[config.mk]
export PLATFORM = sky130hd
export DESIGN_NAME = daddb_seq
export DESIGN_NICKNAME = d
export VERILOG_FILES = /design/src/rtl/daddb_seq.sv
export SDC_FILE = /design/constraint.sdc
export NUM_CORES = 1
export LEC_CHECK = 0
export ABC_AREA = 1
export CORE_ASPECT_RATIO = 0.7
export CORE_UTILIZATION = 45
export DETAILED_ROUTE_END_ITERATION = 8
export PLACE_DENSITY = 0.68
export SYNTH_ARGS = -nofsm -noshare
export SYNTH_HDL_FRONTEND = slang
export SYNTH_SLANG_ARGS = --single-unit
[constraint.sdc]
create_clock -name sys_clk -period 10 [get_ports sys_clk]
set_input_delay 1 -clock sys_clk [delete_from_list [all_inputs] [get_ports sys_clk]]
set_output_delay 1 -clock sys_clk [all_outputs]
set_load 0.01 [all_outputs]
[src/rtl/daddb_seq.sv]
// Adder-B operand sequencer: accepts a burst command and streams cmd_count+1 beats
// of lane-replicated B operands built from source data, intensity and Z increments.
module daddb_seq #(
  parameter int LANES = 4,
  parameter int LANEW = 16,
  parameter int CNTW  = 6
) (
  input  logic                   sys_clk,
  input  logic                   reset,
  input  logic                   cmd_valid,
  output logic                   cmd_ready,
  input  logic [2:0]             cmd_sel,
  input  logic [CNTW-1:0]        cmd_count,
  input  logic [LANES*LANEW-1:0] srcd,
  input  logic [31:0]            iinc,
  input  logic [31:0]            zinc,
  output logic                   out_valid,
  input  logic                   out_ready,
  output logic [LANES*LANEW-1:0] addb,
  output logic                   out_last,
  output logic                   busy
);

  typedef enum logic {IDLE, BURST} state_t;

  state_t                 state;
  logic [2:0]             sel_q;
  logic [CNTW-1:0]        cnt_q;
  logic [LANES*LANEW-1:0] srcd_q;
  logic [15:0]            iinc_q;
  logic [31:0]            zinc_q;
  logic [15:0]            ai;
  logic [31:0]            az;

  logic                   accept;
  logic                   advance;
  logic [2:0]             sel_m;
  logic [LANES*LANEW-1:0] srcd_m;
  logic [15:0]            iinc_m;
  logic [31:0]            zinc_m;
  logic [15:0]            ai_m;
  logic [31:0]            az_m;
  logic [LANES*LANEW-1:0] addb_next;

  // Only the integer half of the intensity increment is ever used.
  logic unused_bits;
  assign unused_bits = ^iinc[15:0];

  assign cmd_ready = reset ? 1'b0 : (!out_valid || (out_ready && out_last));
  assign accept    = cmd_valid && cmd_ready;
  assign advance   = out_valid && out_ready;
  assign busy      = (state == BURST);

  // One beat builder shared by the first beat (fresh command) and later beats (latched).
  assign sel_m  = accept ? cmd_sel      : sel_q;
  assign srcd_m = accept ? srcd         : srcd_q;
  assign iinc_m = accept ? iinc[31:16]  : iinc_q;
  assign zinc_m = accept ? zinc         : zinc_q;
  assign ai_m   = accept ? iinc[31:16]  : ai + iinc_q;
  assign az_m   = accept ? zinc         : az + zinc_q;

  genvar gi;
  generate
    for (gi = 0; gi < LANES; gi++) begin : g_lane
      localparam bit ODD = (gi % 2) == 1;
      logic [LANEW-1:0] lane_val;
      always_comb begin
        case (sel_m)
          3'b000:  lane_val = srcd_m[gi*LANEW +: LANEW];
          3'b001:  lane_val = LANEW'(iinc_m);
          3'b010:  lane_val = LANEW'(ODD ? zinc_m[31:16] : zinc_m[15:0]);
          3'b011:  lane_val = LANEW'(ai_m);
          3'b100:  lane_val = LANEW'(ODD ? az_m[31:16] : az_m[15:0]);
          default: lane_val = '0;
        endcase
      end
      assign addb_next[gi*LANEW +: LANEW] = lane_val;
    end
  endgenerate

  always_ff @(posedge sys_clk or posedge reset) begin
    if (reset) begin
      state     <= IDLE;
      out_valid <= 1'b0;
      out_last  <= 1'b0;
      addb      <= '0;
      sel_q     <= '0;
      cnt_q     <= '0;
      srcd_q    <= '0;
      iinc_q    <= '0;
      zinc_q    <= '0;
      ai        <= '0;
      az        <= '0;
    end else if (accept) begin
      state     <= BURST;
      out_valid <= 1'b1;
      out_last  <= (cmd_count == '0);
      addb      <= addb_next;
      sel_q     <= cmd_sel;
      cnt_q     <= cmd_count;
      srcd_q    <= srcd;
      iinc_q    <= iinc[31:16];
      zinc_q    <= zinc;
      ai        <= ai_m;
      az        <= az_m;
    end else if (advance) begin
      if (out_last) begin
        state     <= IDLE;
        out_valid <= 1'b0;
        out_last  <= 1'b0;
      end else begin
        // cnt_q counts beats still to come after the one currently presented.
        cnt_q    <= cnt_q - CNTW'(1);
        out_last <= (cnt_q == CNTW'(1));
        addb     <= addb_next;
        ai       <= ai_m;
        az       <= az_m;
      end
    end
  end

endmodule
# Word level (Yosys, flattened, before mapping)
# Cells that the tools add are included.
dict set report totals {
  reg_bits 235
  latchBits 0
  ramBits 0
  romBits 0
  in_bits 141
  output_inout_bits 68
  word_cells 59
  mem_count 0
}
dict set report op_classes {
  n_addsub 3
  mul 0
  div 0
  magnitude_cmp 0
  eq_ne 6
  shift 0
  n_mux 29
  bitwise_logic 0
  reduce_logical 11
}
# op count
set op_table {}
lappend op_table {{16-bit case mux with 5 select lines} 4}
lappend op_table {{64-bit 2-to-1 mux} 4}
lappend op_table {{32-bit 2-to-1 mux} 5}
lappend op_table {{16-bit 2-to-1 mux} 5}
lappend op_table {{32-bit adder} 1}
lappend op_table {{6-bit 2-to-1 mux} 3}
lappend op_table {{16-bit adder} 1}
lappend op_table {{1-bit 2-to-1 mux} 7}
lappend op_table {{3-bit by 2-bit equality test with 1-bit output, second input constant} 2}
lappend op_table {{6-bit by 1-bit equality test with 1-bit output, second input constant} 1}
lappend op_table {{6-bit logical NOT} 1}
lappend op_table {{6-bit by 1-bit subtractor with 6-bit output, second input constant} 1}
lappend op_table {{2-bit AND reduction} 2}
lappend op_table {{2-bit nonzero test} 2}
lappend op_table {{3-bit by 1-bit equality test with 1-bit output, second input constant} 1}
lappend op_table {{3-bit equality test, second input constant} 1}
lappend op_table {{1-bit logical AND} 3}
lappend op_table {{3-bit logical NOT} 1}
lappend op_table {{3-bit 2-to-1 mux} 1}
lappend op_table {{2-bit by 1-bit != test with 1-bit output, second input constant} 1}
lappend op_table {{1-bit logical NOT} 1}
lappend op_table {{1-bit logical OR} 1}

# Logic depth before layout (Yosys ltp)
dict set report logic_depth {
  ltp_word 10
  ltp_mapped 17
  depth_no_buf 17
}

# Worst setup path before layout
# OpenSTA, ideal clock, no wires.
dict set report synth_path {
  path_kind {input -> register}
  startpoint {input reset}
  endpoint {register addb[56]}
  setup_ps 117
  arrival_time_ps 7638
  t_required_ps 9883
  setup_slack_ps 2244
  path_stages 15
  n_path_buf 1
  cell_sequence {inv_1 nand2_2 nor2_4 buf_6 nand2_2 o21ai_4 inv_2 nand3_4 inv_2 nand2_1 o21ai_1 nor2_1 nand3_1 nand2_1 nand2_1}
}
dict set report synth_via {
  elab_chain_cells 8
  word_cells_on_any_way 20
  cone_classes {eq/ne (5); mux (11); reduce/logical (4)}
}
# element line
set synth_lines {}
lappend synth_lines {{start, declared} 9} ;# input logic reset,
lappend synth_lines {{1-bit 2-to-1 mux (*)} 49} ;# assign cmd_ready = reset ? 1'b0 : (!out_valid || (out_ready && out_last));
lappend synth_lines {{1-bit logical AND (*)} 50} ;# assign accept = cmd_valid && cmd_ready;
lappend synth_lines {{3-bit 2-to-1 mux (*)} --}
lappend synth_lines {{via sel_m[1]} 37} ;# logic [2:0] sel_m;
lappend synth_lines {{3-bit equality test (tied with other cells)} 68} ;# case (sel_m)
lappend synth_lines {{16-bit case mux with 5 select lines (*)} 68}
lappend synth_lines {{64-bit 2-to-1 mux} 107} ;# if (out_last) begin
lappend synth_lines {{64-bit 2-to-1 mux} 106} ;# end else if (advance) begin
lappend synth_lines {{64-bit 2-to-1 mux (*)} 94} ;# end else if (accept) begin
lappend synth_lines {{end signal, assigned} 98} ;# addb <= addb_next;
lappend synth_lines {{end signal, assigned} 115} ;# addb <= addb_next;
lappend synth_lines {{end, declared} 19} ;# output logic [LANES*LANEW-1:0] addb,
# The timed path passes the listed nets; every way through them passes the cells marked *. The select of a mux whose other input is x is not followed.
# A chain may end at the register's enable or synchronous reset.

# Worst setup path in the final report
dict set report layout_path {
  startpoint {input reset}
  endpoint {register addb[19]}
}
dict set report layout_via {
  elab_chain_cells 8
  word_cells_on_any_way 20
  cone_classes {eq/ne (5); mux (11); reduce/logical (4)}
}
# element line
set layout_lines {}
lappend layout_lines {{1-bit 2-to-1 mux (*)} 49}
lappend layout_lines {{1-bit logical AND (*)} 50}
lappend layout_lines {{3-bit 2-to-1 mux} --}
lappend layout_lines {{3-bit equality test (tied with other cells)} 68}
lappend layout_lines {{16-bit case mux with 5 select lines} 68}
lappend layout_lines {{64-bit 2-to-1 mux} 107}
lappend layout_lines {{64-bit 2-to-1 mux} 106}
lappend layout_lines {{64-bit 2-to-1 mux} 94}
# Every way passes the cells marked *; elsewhere a longest branch is shown, timed or not. The select of a mux whose other input is x is not followed.

==> metrics.yaml <==
outcome: "completed"
p_sw_mw: 3.251
synth_cells: 2076
firstDrtPassIters: 5
path_cells: "clkdlybuf4s50_1, inv_8, nand2_2, inv_2, nand2_4, nand2_4, clkinv_2, buf_4, nand2_1, nand2_1"
r2r-end: "addb[19]$_DFFE_PP0P_"
nets: 2425
rsz0062_at_grt: "false"
cp.arrival_ns: 5.51
rows: 53
pwr-share-seq_pct: 24.8
fin_crit_ns: 5.067
slowest_stage: "clkinv_2"
rrSetupSlack_ns: 5.97
p_int_mw: 3.282
ys_seq_elements: 235
viasPerCell: 5.153
cts-root-buf: "clkbuf_16"
skew_ns: 0.02449
powerDensity_nw_per_um2: 381.6
synth_area_per_cell_um2: 6.785
clock-sinks: 235
clkLatencyLatePin_ns: 0.57
leakagePower_nw: 9.272
max_stage_delay_ns: 0.96
io_buffers: 192
critPathMaxFanout: 100
dieArea_um2: 32030
final_cell_mix: "1,041 x nand2_1, 235 x dfrtp_1, 199 x inv_1"
crit_start: "reset"
grt_pass1_wl_um: 71010
wirelength_um: 45560
drc: 0
cts_tree: "yes"
grt_overflow: 0
dp_hpwl_um: 33450
synth_edf_count: 0
antenna_found_initial: 0
fin_setup_tns_ns: 0
end_kind: "flop"
min-delay-start: "srcd_q[1]$_DFF_PP0_"
hold_viol: 0
grt_max_degree: 101
regArea_um2: 5881
pwr-share-comb_pct: 60.2
min_to: "srcd_q[1]$_DFF_PP0_"
syn-num-nets: 2267
drt_iter0_drc: 1367
worstPathRequired_ns: 10.45
core_um2: 30370
ys_seq_area_share_pct: 41.75
clk_pin_slew_ns: 0.06
fmax_mhz: 197.4
num_vias: 13720
wl_per_cell_um: 17.11
clock_path_buffers: 3
start_util_pct: 46.38
drive_gt1_share_pct: 4.442
hold_path_class: "reg2reg"
maxCapViolCount: 0
cts_setup_buffers: 0
multiInputGateArea_um2: 7103
async_reset_ff_share_pct: 100.0
grt_usage_pct: 28.99
yosysUniqueCellTypes: 43
cts_inserted_buffers: 25
ys.flop_type: "dfrtp_1"
ant_nets: 0
startpoint_type: "input port"
die_w_um: 213.5
worstHoldPathCells: 2
fin_crit_sh_pct: 50.67
gp_congestion: 0.9986
final_max_slew_viol_count: 0
yosys_warnings: 0
setup_viol: 0
synth_area_um2: 14090
clock_power_share_pct: 15.0
tightest_slew_ns: 1.032
hold_buffers: 0
grt_pass1_vias: 12600
vdd_ir_drop_max_mv: 0.1690
antenna_cells: 0
reg2reg_depth: 10
die_h_um: 150.0
cts.htree.levels: 1
p_sw_share_pct: 49.77
holdWs_ns: 0.4699
cts_resized: 0
max-slew-margin-rel_pct: 31.22
area_growth_pct: 21.54
critical_path_class: "in2reg"
rr_startpoint: "out_last$_DFFE_PP0P_"
final_common_cell: "nand2_1"
io_pins: 209
fillers: 2992
[cell type report]
cell class	instances	share of cell area (%)
well taps	412	3.011
clock buffers	36	4.246
clock inverters	8	0.7016
repair buffers	200	11.58
inverters	208	4.626
flip-flops and latches	235	34.35
multi-input cells	1564	41.49
[registers in the layout, summed over array words and instances (netlist names)]
name,flops
addb,64
ai,16
az,32
busy,1
cnt_q,6
iinc_q,16
out_last,1
sel_q,3
srcd_q,64
zinc_q,32
[power groups by stage]
stage                     registers, mW  logic [mW]  clock network [mW]
after floorplan                    1.62        2.64                   0
after global placement             1.61        3.80                   0
after detailed placement           1.62        3.85                   0
after CTS                          1.62        3.88               0.995
after global routing               1.66        4.42                1.03
final                              1.62        3.93               0.983
[worst max-delay path by stage]
stage	endpoint	slack, ns
2_1_floorplan	addb[56]$_DFFE_PP0P_	2.24
3_3_place_gp	az[1]$_DFFE_PP0P_	4.34
3_5_place_dp	az[1]$_DFFE_PP0P_	4.27
4_1_cts	az[1]$_DFFE_PP0P_	4.86
5_1_grt	addb[48]$_DFFE_PP0P_	4.51
6_report	addb[19]$_DFFE_PP0P_	4.93
[synth_stat cells (3+ instances only)]
cell	number	area (µm²)
clkbuf_1	22	82.58
nand3b_1	14	105.1
nand3_4	3	52.55
a31oi_1	21	131.4
nor3_2	6	60.06
buf_4	4	30.03
nor2_1	114	427.9
nor3_1	7	35.03
o21ai_1	7	35.03
nor2_2	4	25.02
nand2_2	5	31.28
dfrtp_1	235	5881
inv_1	200	750.7
buf_2	36	180.2
and2_1	4	25.02
o21ai_0	47	235.2
a21oi_1	53	265.3
xnor2_1	9	78.83
nand4_1	24	150.1
inv_2	7	26.28
nand3_1	116	580.6
buf_1	5	18.77
or2_2	15	93.84
ha_1	48	600.6
nand2_1	1043	3915
[per-stage QoR]
step | cells | total power, mW | setup WS, ns | util (%) | area, µm²
4_1_cts | 2663 | 6.486 | 4.860 | 56.37 | 17120
6_report | 2663 | 6.533 | 4.933 | 56.37 | 17120
3_5_place_dp | 2619 | 5.473 | 4.269 | 53.58 | 16270
3_3_place_gp | 2619 | 5.411 | 4.337 | 53.58 | 16270
5_1_grt | 2663 | 7.110 | 4.512 | 56.37 | 17120
2_1_floorplan | 2076 | 4.260 | 2.244 | - | 14090
[worst max-delay path, delay by kind of cell]
| family | cells | cell delay [ns] |
|---|---|---|
| AND/OR/NAND/NOR | 5 | 1.67 |
| buffers and inverters | 5 | 2.73 |
[layer usage]
| layer | vias to the layer above | wire, µm | track usage [%] |
|---|---|---|---|
| li1 | 6770 | - | - |
| met1 | 6482 | 22950 | 46.90 |
| met2 | 433 | 18430 | 40.06 |
| met3 | 38 | 3495 | 4.722 |
| met4 | 0 | 683 | 5.071 |
| met5 | - | 0 | 0 |
[cell families (layout without fill, tap and decap cells)]
family                   count (synthesis)  count (layout)  share of synthesized area, %
AO/OA/AOI/OAI                          144             144                         5.756
adder cells (fa/ha/maj)                 50              50                         4.548
XOR/XNOR                                 9               9                        0.5596
buffers and inverters                  277             452                         7.932
flip-flops                             235             235                         41.75
AND/OR/NAND/NOR                       1361            1361                         39.46
No activity file was read; power rests on OpenSTA's default activity.
